$ cat config.mk
export PLATFORM = sky130hd
export DESIGN_NAME = player_input_array
export DESIGN_NICKNAME = d
export VERILOG_FILES = /design/src/rtl/racer_pkg.sv /design/src/rtl/player_btn_channel.sv /design/src/rtl/player_input_array.sv
export SDC_FILE = /design/constraint.sdc
export NUM_CORES = 1
export LEC_CHECK = 0
export CELL_PAD_IN_SITES_DETAIL_PLACEMENT = 1
export CELL_PAD_IN_SITES_GLOBAL_PLACEMENT = 1
export CORE_MARGIN = 2
export CORE_UTILIZATION = 46
export DETAILED_ROUTE_END_ITERATION = 8
export PLACE_DENSITY = 0.87
export SLEW_MARGIN = 25
export SYNTH_ARGS = -nofsm -noshare
export SYNTH_HDL_FRONTEND = slang
export SYNTH_SLANG_ARGS = --single-unit
$ cat constraint.sdc
create_clock -name clk -period 3.56 [get_ports clk]
set_input_delay 0.712 -clock clk [delete_from_list [all_inputs] [get_ports clk]]
set_output_delay 0.712 -clock clk [all_outputs]
set_load 0.005 [all_outputs]
$ cat src/rtl/racer_pkg.sv
// Shared encodings for the multi-player race input block: screen codes,
// button-channel FSM states and small width helpers.
package racer_pkg;

   localparam logic [1:0] SCREEN_LOBBY  = 2'b00;
   localparam logic [1:0] SCREEN_RACE   = 2'b01;
   localparam logic [1:0] SCREEN_FINISH = 2'b10;

   localparam int SYNC_STAGES = 2;

   typedef enum logic [2:0] {
      CH_LOCKED      = 3'd0,
      CH_IDLE        = 3'd1,
      CH_DEB_PRESS   = 3'd2,
      CH_HELD        = 3'd3,
      CH_DEB_RELEASE = 3'd4
   } ch_state_e;

   function automatic int clog2_min1(input int v);
      return (v > 1) ? $clog2(v) : 1;
   endfunction

endpackage

$ cat src/rtl/player_btn_channel.sv
// One button channel: 2-flop synchroniser, debounce counter and press/release
// FSM producing a single-cycle press pulse per accepted press.
module player_btn_channel
   import racer_pkg::*;
#(
   parameter int DEBOUNCE_CYCLES = 4
) (
   input  logic clk,
   input  logic reset,
   input  logic btn,
   output logic press,
   output logic activity
);

   localparam int            CW       = clog2_min1(DEBOUNCE_CYCLES);
   localparam logic [CW-1:0] CNT_LAST = CW'(DEBOUNCE_CYCLES - 1);

   logic [SYNC_STAGES-1:0] sync_q;
   logic [SYNC_STAGES-1:0] vld_pipe;
   logic                   s;
   logic                   s_vld;
   ch_state_e              state_q, state_d;
   logic [CW-1:0]          cnt_q, cnt_d;

   // vld_pipe marks when the synchroniser holds a real sample rather than its
   // reset value, so a button held through reset keeps the channel LOCKED.
   always_ff @(posedge clk or posedge reset) begin
      if (reset) begin
         sync_q   <= '0;
         vld_pipe <= '0;
      end else begin
         sync_q   <= {sync_q[SYNC_STAGES-2:0], btn};
         vld_pipe <= {vld_pipe[SYNC_STAGES-2:0], 1'b1};
      end
   end

   assign s        = sync_q[SYNC_STAGES-1];
   assign s_vld    = vld_pipe[SYNC_STAGES-1];
   assign activity = s;

   always_ff @(posedge clk or posedge reset) begin
      if (reset) begin
         state_q <= CH_LOCKED;
         cnt_q   <= '0;
      end else begin
         state_q <= state_d;
         cnt_q   <= cnt_d;
      end
   end

   always_comb begin
      state_d = state_q;
      cnt_d   = cnt_q;
      press   = 1'b0;
      case (state_q)
         CH_LOCKED: if (s_vld && !s) state_d = CH_IDLE;
         CH_IDLE: begin
            if (s) begin
               state_d = CH_DEB_PRESS;
               cnt_d   = '0;
            end
         end
         CH_DEB_PRESS: begin
            if (!s) begin
               state_d = CH_IDLE;
            end else if (cnt_q == CNT_LAST) begin
               state_d = CH_HELD;
               press   = 1'b1;
            end else begin
               cnt_d = cnt_q + 1'b1;
            end
         end
         CH_HELD: begin
            if (!s) begin
               state_d = CH_DEB_RELEASE;
               cnt_d   = '0;
            end
         end
         CH_DEB_RELEASE: begin
            if (s) begin
               state_d = CH_HELD;
            end else if (cnt_q == CNT_LAST) begin
               state_d = CH_IDLE;
            end else begin
               cnt_d = cnt_q + 1'b1;
            end
         end
         default: state_d = CH_LOCKED;
      endcase
   end

endmodule

$ cat src/rtl/player_input_array.sv
// Multi-player button front end: per-player debounced channels feeding the
// lobby ready flags, race positions and first-to-finish winner arbitration.
module player_input_array
   import racer_pkg::*;
#(
   parameter  int NUM_PLAYERS     = 4,
   parameter  int MAX_POS         = 16,
   parameter  int DEBOUNCE_CYCLES = 4,
   localparam int PW              = $clog2(MAX_POS),
   localparam int IW              = clog2_min1(NUM_PLAYERS)
) (
   input  logic                      clk,
   input  logic                      reset,
   input  logic [NUM_PLAYERS-1:0]    btn,
   input  logic [1:0]                current_screen,
   output logic [NUM_PLAYERS*PW-1:0] cur_pos,
   output logic [NUM_PLAYERS-1:0]    activity,
   output logic [NUM_PLAYERS-1:0]    ready_to_play,
   output logic                      all_ready,
   output logic                      winner_valid,
   output logic [IW-1:0]             winner_id
);

   localparam logic [PW-1:0] POS_LAST = PW'(MAX_POS - 1);

   logic [NUM_PLAYERS-1:0]         press;
   logic [NUM_PLAYERS-1:0][PW-1:0] pos_q, pos_d;
   logic [NUM_PLAYERS-1:0]         ready_q, ready_d;
   logic [NUM_PLAYERS-1:0]         arrive;
   logic                           win_vld_q, win_hit;
   logic [IW-1:0]                  win_id_q, win_idx;
   logic                           all_ready_q;
   logic [1:0]                     prev_screen;
   logic                           game_clear;

   generate
      for (genvar i = 0; i < NUM_PLAYERS; i++) begin : g_ch
         player_btn_channel #(
            .DEBOUNCE_CYCLES(DEBOUNCE_CYCLES)
         ) u_ch (
            .clk      (clk),
            .reset    (reset),
            .btn      (btn[i]),
            .press    (press[i]),
            .activity (activity[i])
         );
      end
   endgenerate

   // Returning to the lobby from any other screen starts a fresh game.
   assign game_clear = (current_screen == SCREEN_LOBBY) && (prev_screen != SCREEN_LOBBY);

   always_comb begin
      pos_d   = pos_q;
      ready_d = ready_q;
      arrive  = '0;
      for (int i = 0; i < NUM_PLAYERS; i++) begin
         if (press[i]) begin
            if (current_screen == SCREEN_LOBBY) begin
               ready_d[i] = 1'b1;
            end else if (current_screen == SCREEN_RACE && ready_q[i] && !win_vld_q &&
                         pos_q[i] < POS_LAST) begin
               pos_d[i]  = pos_q[i] + 1'b1;
               arrive[i] = (pos_d[i] == POS_LAST);
            end
         end
      end
   end

   // Lowest-index arrival wins a tie; scan downward so the last hit kept is lowest.
   always_comb begin
      win_hit = 1'b0;
      win_idx = '0;
      for (int i = NUM_PLAYERS - 1; i >= 0; i--) begin
         if (arrive[i]) begin
            win_hit = 1'b1;
            win_idx = IW'(i);
         end
      end
   end

   always_ff @(posedge clk or posedge reset) begin
      if (reset) begin
         pos_q       <= '0;
         ready_q     <= '0;
         win_vld_q   <= 1'b0;
         win_id_q    <= '0;
         all_ready_q <= 1'b0;
         prev_screen <= SCREEN_LOBBY;
      end else begin
         prev_screen <= current_screen;
         if (game_clear) begin
            pos_q       <= '0;
            ready_q     <= '0;
            win_vld_q   <= 1'b0;
            win_id_q    <= '0;
            all_ready_q <= 1'b0;
         end else begin
            pos_q       <= pos_d;
            ready_q     <= ready_d;
            all_ready_q <= &ready_q;
            if (!win_vld_q && win_hit) begin
               win_vld_q <= 1'b1;
               win_id_q  <= win_idx;
            end
         end
      end
   end

   assign cur_pos       = pos_q;
   assign ready_to_play = ready_q;
   assign all_ready     = all_ready_q;
   assign winner_valid  = win_vld_q;
   assign winner_id     = win_id_q;

endmodule

; ---- Word-level counts from Yosys, hierarchy flattened
; Index checks and enable logic that the tools add are counted.
[classes]
addsub = 8
mul = 0
div = 0
magnitude_cmp = 4
eq_ne = 54
shifts = 0
mux = 112
n_bitwise = 0
reduce_logical = 60
[op_table]
columns = op, count
row1 = $mux W3, 28
row2 = $pmux W3 S5, 4
row3 = $mux W2, 26
row4 = $mux W4, 13
row5 = $reduce_and A5 Y1, 8
row6 = $mux W1, 36
row7 = $pmux W2 S4, 4
row8 = $eq A3 B2 Y1 const B, 8
row9 = $ne A2 B1 Y1 const B, 12
row10 = $reduce_bool A2 Y1, 11
row11 = $logic_and A1 B1 Y1, 18
row12 = $ne A2 B2 Y1 const B, 9
row13 = $add A4 B1 Y4 const B, 4
row14 = $eq A4 B4 Y1 const B, 4
row15 = $lt A4 B4 Y1 const B, 4
row16 = $mux W16, 1
row17 = $reduce_bool A4 Y1, 4
row18 = $eq A3 B1 Y1 const B, 4
row19 = $eq A3 B3 Y1 const B, 4
row20 = $logic_not A3 Y1, 4
row21 = $ne A3 B1 Y1 const B, 4
row22 = $ne A3 B3 Y1 const B, 4
row23 = $reduce_and A3 Y1, 4
row24 = $add A2 B1 Y2 const B, 4
row25 = 6 further kinds, 16
[totals]
regBits = 62
latchBits = 0
ram_bits = 0
rom_bits = 0
in_bits = 8
output_inout_bits = 28
elab_cells = 266
memories = 0

; ---- Logic depth before layout (Yosys ltp)
; Gate-level depths: netlist of the first run.
[depth]
ltp_word = 14
depth_mapped = 7
ltp_nobuf = 6

; ---- By module
; A second synthesis of the first run with hierarchy kept.
[hier_totals]
hier_cells = 315
hier_area_um2 = 3199.3
[modules_own_cells]
columns = mod, instances, cells_per_inst, area_each_um2, seq_area_each_um2
row1 = player_btn_channel, 4, 42, 449.2, 225.2
row2 = player_input_array, 1, 147, 1402.6, 650.6

; ---- Worst setup path after synthesis of the first run
; OpenSTA, ideal clock, no wires.
[synth_timing]
path_kind = input to register
startpoint = in current_screen[1]
endpoint = reg win_id_q[1] (netlist: winner_id[1])
setup_time_ps = 87
t_arrival_ps = 1914
required_time_ps = 3473
slack_ps = 1559
cell_stages = 6
n_path_buf = 1
cell_sequence = nor3b_4 -> nand3_1 -> or2_1 -> buf_6 -> o32a_1 -> a211oi_2
[synth_between]
elab_chain_len = 13
word_cells_on_any_way = 39
classes_between = 1 x eq/ne / 22 x mux / 16 x reduce/logical
[synth_lines]
columns = item, line
row1 = "start, declared", player_input_array.sv:15  ; input logic [1:0] current_screen,
row2 = $eq A2 B1 Y1, player_input_array.sv:61  ; end else if (current_screen == SCREEN_RACE && ready_q[i] && !win_vld_q &&
row3 = $logic_and A1 B1 Y1 (3 in series), player_input_array.sv:61
row4 = $mux W1, player_input_array.sv:61
row5 = $mux W1, player_input_array.sv:59  ; if (current_screen == SCREEN_LOBBY) begin
row6 = $mux W1, player_input_array.sv:58  ; if (press[i]) begin
row7 = $mux W2 / $mux W1 (equally long branches) (4 in series), player_input_array.sv:75  ; if (arrive[i]) begin
row8 = $mux W2 / $logic_and A1 B1 Y1 (equally long branches), player_input_array.sv:102  ; if (!win_vld_q && win_hit) begin
row9 = $mux W2 / $reduce_bool A2 Y1 (equally long branches), n/a
row10 = "end signal, assigned", player_input_array.sv:104  ; win_id_q <= win_idx;
row11 = "end, declared", player_input_array.sv:31  ; logic [IW-1:0] win_id_q, win_idx;
; Several ways; a longest one is shown, not always the timed one. The select of a mux whose other input is x is not followed.
; A chain may end at the register's enable or synchronous reset.

; ---- Worst setup path after layout of the first run
[layout_timing]
startpoint = in current_screen[1]
endpoint = reg win_vld_q (netlist: winner_valid)
[layout_between]
elab_chain_len = 13
word_cells_on_any_way = 34
classes_between = 1 x eq/ne / 17 x mux / 16 x reduce/logical
[layout_lines]
columns = item, line
row1 = $eq A2 B1 Y1, player_input_array.sv:61
row2 = $logic_and A1 B1 Y1 (3 in series), player_input_array.sv:61
row3 = $mux W1, player_input_array.sv:61
row4 = $mux W1, player_input_array.sv:59
row5 = $mux W1, player_input_array.sv:58
row6 = $mux W1 (4 in series), player_input_array.sv:75
row7 = $logic_and A1 B1 Y1, player_input_array.sv:102
row8 = $reduce_bool A2 Y1 (no line), n/a
row9 = "end signal, assigned", player_input_array.sv:86  ; win_vld_q <= 1'b0;
row10 = "end signal, assigned", player_input_array.sv:95  ; win_vld_q <= 1'b0;
row11 = "end signal, assigned", player_input_array.sv:103  ; win_vld_q <= 1'b1;
row12 = "end, declared", player_input_array.sv:30  ; logic win_vld_q, win_hit;
; Several ways; a longest one is shown, not always the timed one.

==> flow_summary.yaml, run 1 <==
status:
  status: "complete, no violations"
sta:
  post-route-period-util_pct: 68.99
  hold_viol_final: 0
  final-max-slew-violation-count: 0
  fin_ws_ns: 1.104
  finClkSkew_ns: 0.008476
  hold-worst-slack_ns: 0.3581
  fin_crit_ns: 2.456
  tightest_slew_ns: 0.9389
  fmax_mhz: 407.1
  fin_setup_tns_ns: 0
  max_slew_margin_pct: 36.74
  finalSetupViolations: 0
  rsz0062_at_grt: "no"
clocking:
  postCtsSetupBuffers: 0
  cts_buffers: 5
  cts.path.max_buffers: 2
  h-tree-depth: 2
  cts_tree: "yes"
  cts.clk_slew.worst_paths_ns: 0.09
  hold_buffers: 0
  clock-sinks: 56
  ctsRootBufferMaster: "clkbuf_8"
  clock_latency_ns: 0.32
  cts.repair.resized: 0
setup_path:
  arrival_ns: 2.70
  cp_num_cells: 6
  regToRegSetupSlack_ns: 1.44
  crit_family: "simple AND/OR/NAND/NOR gates"
  cp_slowest_stage_delay_ns: 0.58
  slowest_stage: "nor3_1"
  r2r-end: "winner_valid$_DFFE_PP0P_"
  cp_max_fo: 9
  crit_chain: "clkdlybuf4s50_1 > nor3b_4 > nand4b_1 > nor3_1 > nor3_1 > a21oi_1"
  timing.rr.start: "g_ch[0].u_ch.cnt_q[0]$_DFFE_PP0P_"
  critPathLaunchType: "input port"
  critPathCaptureType: "register"
  path_common_cell: "nor3_1"
  crit_type: "in -> reg"
  reg2regPathDepth: 6
  cp.required_ns: 3.81
  cp_num_buf_inv: 1
logic_synthesis:
  ys_seq_area_share_pct: 47.60
  synth.avg_cell_area_um2: 9.749
  synth.cell_area_um2: 2944
  synth-seq-cells: 56
  synth_top_area_cell: "dfrtp_1"
  ys.flop_type: "dfrtp_1"
  ys_warn_count: 0
  yosysTopAreaCellShare_pct: 47.60
  synthTopCellsByCount: "dfrtp_1, nor2_1, nand3_1, o21ai_0, a21oi_1"
  synth_edf_count: 0
  synth.area.top_cells: "dfrtp_1, ha_1, nand3_1"
  synth_cell_type_count: 53
  synth-async-reset-ratio_pct: 100.0
  synth_cells: 302
  syn_nets: 322
  yosysMostFrequentCell: "dfrtp_1"
global_route:
  track_usage_pct: 21.82
  grt_first_pass_wirelength_um: 12330
  antenna_found_initial: 0
  grt_pass1_vias: 2542
  globalRouteOverflowTotal: 0
  grt_max_degree: 35
placement:
  port_buffers: 35
  gp_congestion: 0.7786
  place.detailed.hpwl_um: 5163
  post-place-ws_ns: 0.8175
route:
  drt_wl_total_um: 7156
  ant_nets: 0
  drt_iter0_drc: 79
  wl_per_cell_um: 17.50
  vias: 2357
  viasPerCell: 5.763
  first_pass_iters: 4
  drc: 0
layout:
  antennaDiodeCount: 0
  layout.area.seq_um2: 1401
  drive_gt1_share_pct: 6.627
  syn2layout_area_growth_pct: 15.98
  multiInputGateArea_um2: 1394
  fillers: 724
  num-nets-final: 351
power_and_ir_drop:
  peakVddDrop_mv: 0.3266
  p_leak_nw: 1.458
  power_density_nw_per_um2: 491.7
  p_total_mw: 1.679
die:
  std_cell_rows: 29
  die_area_um2: 7056
  core_um2: 6277
  die_h_um: 84
  start_util_pct: 46.90
  io_pins: 36
  die_w_um: 84
run:
  drv_cap: 0
min_path:
  min-delay-start: "g_ch[2].u_ch.sync_q[0]$_DFF_PP0_"
  worstHoldPathType: "reg -> reg"
  min_path_cells: 0
  min_to: "g_ch[2].u_ch.sync_q[1]$_DFF_PP0_"
## worst register-to-register path: cells and delay by family, from the launching register on
kind,cells,cell delay (ns)
AND/OR/NAND/NOR,4,1.23
flip-flops,1,0.38
AO/OA/AOI/OAI,1,0.15
adder cells (fa/ha/maj),1,0.30
## final cells by class
class	count	area share (%)
tap	77	2.822
sequential	56	41.04
inverter	14	1.539
timing repair buffer	39	11.14
clock buffer	8	2.638
multi-input combinational	215	40.82
## cell usage in the layout (no fill, tap or decap), types with 4 or more instances in the layout
cell type,count
clkbuf_8,6
and2_1,5
o32a_1,4
a21oi_1,17
buf_4,4
nor2_1,27
nand2_1,14
o221ai_1,4
o21ai_0,24
inv_1,13
nand3_1,24
dfrtp_1,56
nor3b_1,6
nor3_1,8
ha_1,12
clkdlybuf4s50_1,35
xnor2_1,8
nor2b_1,4
xor2_1,9
## state kept, by name (all words and copies together), names as in the netlist
name	count
cur_pos	16
g_ch.u_ch.state_q	12
g_ch.u_ch.cnt_q	8
g_ch.u_ch.sync_q	8
ready_to_play	4
g_ch.u_ch.vld_pipe	2
prev_screen	2
winner_id	2
all_ready	1
winner_valid	1
## cells by family (layout without fill, tap and decap cells)
family                   after synthesis  count (layout)  share of synthesized area [%]
AND/OR/NAND/NOR                      114             114                          21.34
AO/OA/AOI/OAI                         68              68                          14.66
flip-flops                            56              56                          47.60
buffers and inverters                 31              61                          5.057
XOR/XNOR                              17              17                          5.058
adder cells (fa/ha/maj)               12              12                          5.100
multiplexers                           3               3                          1.062
other                                  1               1                         0.1274
## per-stage QoR
step / cell area, µm² / util [%] / cells
floorplan: 2944 / - / 302
global placement: 3324 / 52.96 / 401
detailed placement: 3324 / 52.96 / 401
CTS: 3415 / 54.40 / 409
global route: 3415 / 54.40 / 409
finish: 3415 / 54.40 / 409
## worst max path at each step
stage                      startpoint                       end
floorplan                       reset       all_ready$_DFF_PP0_
global placement    current_screen[0]  winner_id[1]$_DFFE_PP0P_
detailed placement  current_screen[1]  winner_id[1]$_DFFE_PP0P_
CTS                 current_screen[1]  winner_id[1]$_DFFE_PP0P_
global route        current_screen[1]  winner_valid$_DFFE_PP0P_
finish              current_screen[1]  winner_valid$_DFFE_PP0P_
## power by group
part | internal, mW | switching (mW)
combinational | 0.226 | 0.220
sequential | 0.725 | 0.143
clock | 0.159 | 0.206
total | 1.11 | 0.569
## layer usage
metal | vias to the layer above | part of all wire, % | global-route usage, %
li1 | 1116 | - | -
met1 | 1183 | 44 | 26.80
met2 | 45 | 51 | 38.25
met3 | 13 | 3.3 | 3.956
met4 | 0 | 1.9 | 7.918
met5 | - | 0 | 0
Note: power is estimated with default switching activity, not from simulation.
==> run 2: changes to the inputs <==
--- a/config.mk
+++ b/config.mk
@@ -8,9 +8,9 @@
 export CELL_PAD_IN_SITES_DETAIL_PLACEMENT = 1
 export CELL_PAD_IN_SITES_GLOBAL_PLACEMENT = 1
 export CORE_MARGIN = 2
-export CORE_UTILIZATION = 46
+export CORE_UTILIZATION = 39
 export DETAILED_ROUTE_END_ITERATION = 8
-export PLACE_DENSITY = 0.87
+export PLACE_DENSITY = 0.79
 export SLEW_MARGIN = 25
 export SYNTH_ARGS = -nofsm -noshare
 export SYNTH_HDL_FRONTEND = slang
==> constraint.sdc (replaced) <==
create_clock -name clk -period 2.2 [get_ports clk]
set_input_delay 0.44 -clock clk [delete_from_list [all_inputs] [get_ports clk]]
set_output_delay 0.44 -clock clk [all_outputs]
set_load 0.005 [all_outputs]
==> run 2 against run 1 <==
Core utilization decreased by 6.1 points. Flip-flop and latch count did not move. Setup slack worse by 0.89 ns. Non-clock buffer count increased by 7. Sequential power up 59%. Combinational power up 66%. Die area rose by 17%.
==> flow_summary.yaml, run 2 (same netlist as run 1, synthesis figures left out) <==
status:
  status: "complete, no violations"
setup_path:
  critical_path.startpoint: "current_screen[1]"
  cp_slowest_stage_delay_ns: 0.49
  slowest_stage: "clkdlybuf4s50_1"
  critPathCaptureType: "register"
  crit_chain: "clkdlybuf4s50_1 > nor3b_4 > nand3_1 > or2_1 > o32a_1 > a211oi_2"
  reg2regPathDepth: 5
  crit_type: "in -> reg"
  cp.required_ns: 2.44
  cp_max_fo: 4
  regToRegSetupSlack_ns: 0.30
  endpoint: "winner_id[1]$_DFFE_PP0P_"
  timing.rr.start: "cur_pos[8]$_DFFE_PP0P_"
  critPathLaunchType: "input port"
  arrival_ns: 2.22
  r2r-end: "winner_id[1]$_DFFE_PP0P_"
clocking:
  cts.path.max_buffers: 2
  h-tree-depth: 2
  cts_buffers: 5
  cts.repair.resized: 0
  postCtsSetupBuffers: 0
  clock-sinks: 56
  cts.clk_slew.worst_paths_ns: 0.11
  ctsRootBufferMaster: "clkbuf_8"
  cts_tree: "yes"
  clock_latency_ns: 0.31
  hold_buffers: 0
route:
  wl_per_cell_um: 15.69
  vias: 2309
  drt_iter0_drc: 114
  drc: 0
  drt_wl_total_um: 6871
  viasPerCell: 5.272
  ant_nets: 0
  first_pass_iters: 4
layout:
  layout_common_cells: "dfrtp_1, clkdlybuf4s50_1, nor2_1"
  antennaDiodeCount: 0
  design_area_um2: 3525
  drive_gt1_share_pct: 8.850
  multiInputGateArea_um2: 1394
  largest_reg_flops: 16
  num-nets-final: 358
  fillers: 860
  layout.area.seq_um2: 1401
  syn2layout_area_growth_pct: 19.72
  final_common_cell: "dfrtp_1"
power_and_ir_drop:
  p_total_mw: 2.800
  p_leak_nw: 1.503
  power_density_nw_per_um2: 794.3
  peakVddDrop_mv: 0.3977
die:
  die_w_um: 90.89
  start_util_pct: 40.37
  core_um2: 7292
  std_cell_rows: 31
  io_pins: 36
  die_area_um2: 8260
  die_h_um: 90.89
placement:
  dpl_cell_area_um2: 3417
  place.detailed.hpwl_um: 5092
  gp_congestion: 0.7961
  port_buffers: 35
global_route:
  track_usage_pct: 17.61
  antenna_found_initial: 0
  grt_max_degree: 48
  grt_pass1_vias: 2365
  globalRouteOverflowTotal: 0
  grt_first_pass_wirelength_um: 11730
sta:
  hold_viol_final: 0
  fin_crit_ns: 1.986
  post-route-period-util_pct: 90.25
  finalSetupViolations: 0
  final-max-slew-violation-count: 0
  finClkSkew_ns: 0.01330
  fmax_mhz: 503.6
  rsz0062_at_grt: "no"
min_path:
  worstHoldPathType: "in -> async"
run:
  drv_cap: 0
[run 2: per-stage QoR]
stage               hold slack [ns]   TNS, ns  std cells  setup slack [ns]  utilization [%]
floorplan                    0.3312         0        302            0.3887                -
global placement             0.3314  -0.01951        430          -0.01951            46.86
detailed placement           0.3381   -0.3470        430           -0.1381            46.86
CTS                          0.3538         0        438            0.1957            48.34
finish                       0.3544         0        438            0.2144            48.34
global route                 0.3708         0        438           0.06689            48.34
[run 2: worst min-delay path by stage]
stage                                                    end  slack [ns]  depth (start not counted)
final                      g_ch[3].u_ch.cnt_q[1]$_DFFE_PP0P_        0.35                          2
after global routing        g_ch[3].u_ch.sync_q[1]$_DFF_PP0_        0.37                          0
after CTS                   g_ch[3].u_ch.sync_q[0]$_DFF_PP0_        0.35                          2
after detailed placement  g_ch[0].u_ch.vld_pipe[1]$_DFF_PP0_        0.34                          0
after global placement      g_ch[1].u_ch.sync_q[1]$_DFF_PP0_        0.33                          0
after floorplan             g_ch[0].u_ch.sync_q[1]$_DFF_PP0_        0.33                          0
[run 2: critical path: cells and delay by family]
family          cells  cell delay (ns)
simple gates        3             0.68
buf+inv             1             0.49
compound gates      2             0.60
[run 2: final cells by class]
cell class	count	share of cell area, %
well taps	99	3.514
multi-input cells	215	39.55
flip-flops and latches	56	39.76
repair buffers	46	12.64
clock buffers	6	2.059
clock inverters	2	0.9940
inverters	14	1.491
[run 2: power by group]
group          switching, mW  total (mW)  internal [mW]
registers              0.210        1.38           1.17
clock network          0.338       0.677          0.339
logic                  0.362       0.740          0.377
total                  0.911        2.80           1.89
[run 2: per-layer routing]
layer | up-vias | share of wire [%] | GRT usage, %
met5 | - | 0 | 0
met4 | 0 | 0.98 | 4.672
met3 | 6 | 1.8 | 3.088
met2 | 21 | 51 | 31.09
met1 | 1150 | 46 | 22.25
li1 | 1132 | - | -
==> run 3: changes to the inputs <==
--- a/config.mk
+++ b/config.mk
@@ -11,7 +11,8 @@
 export CORE_UTILIZATION = 39
 export DETAILED_ROUTE_END_ITERATION = 8
 export PLACE_DENSITY = 0.79
-export SLEW_MARGIN = 25
+export SKIP_CTS_REPAIR_TIMING = 1
+export SLEW_MARGIN = 10
 export SYNTH_ARGS = -nofsm -noshare
 export SYNTH_HDL_FRONTEND = slang
 export SYNTH_SLANG_ARGS = --single-unit
==> results of run 3 <==
The final DEF is identical to that of run 2; final timing and power are the same.
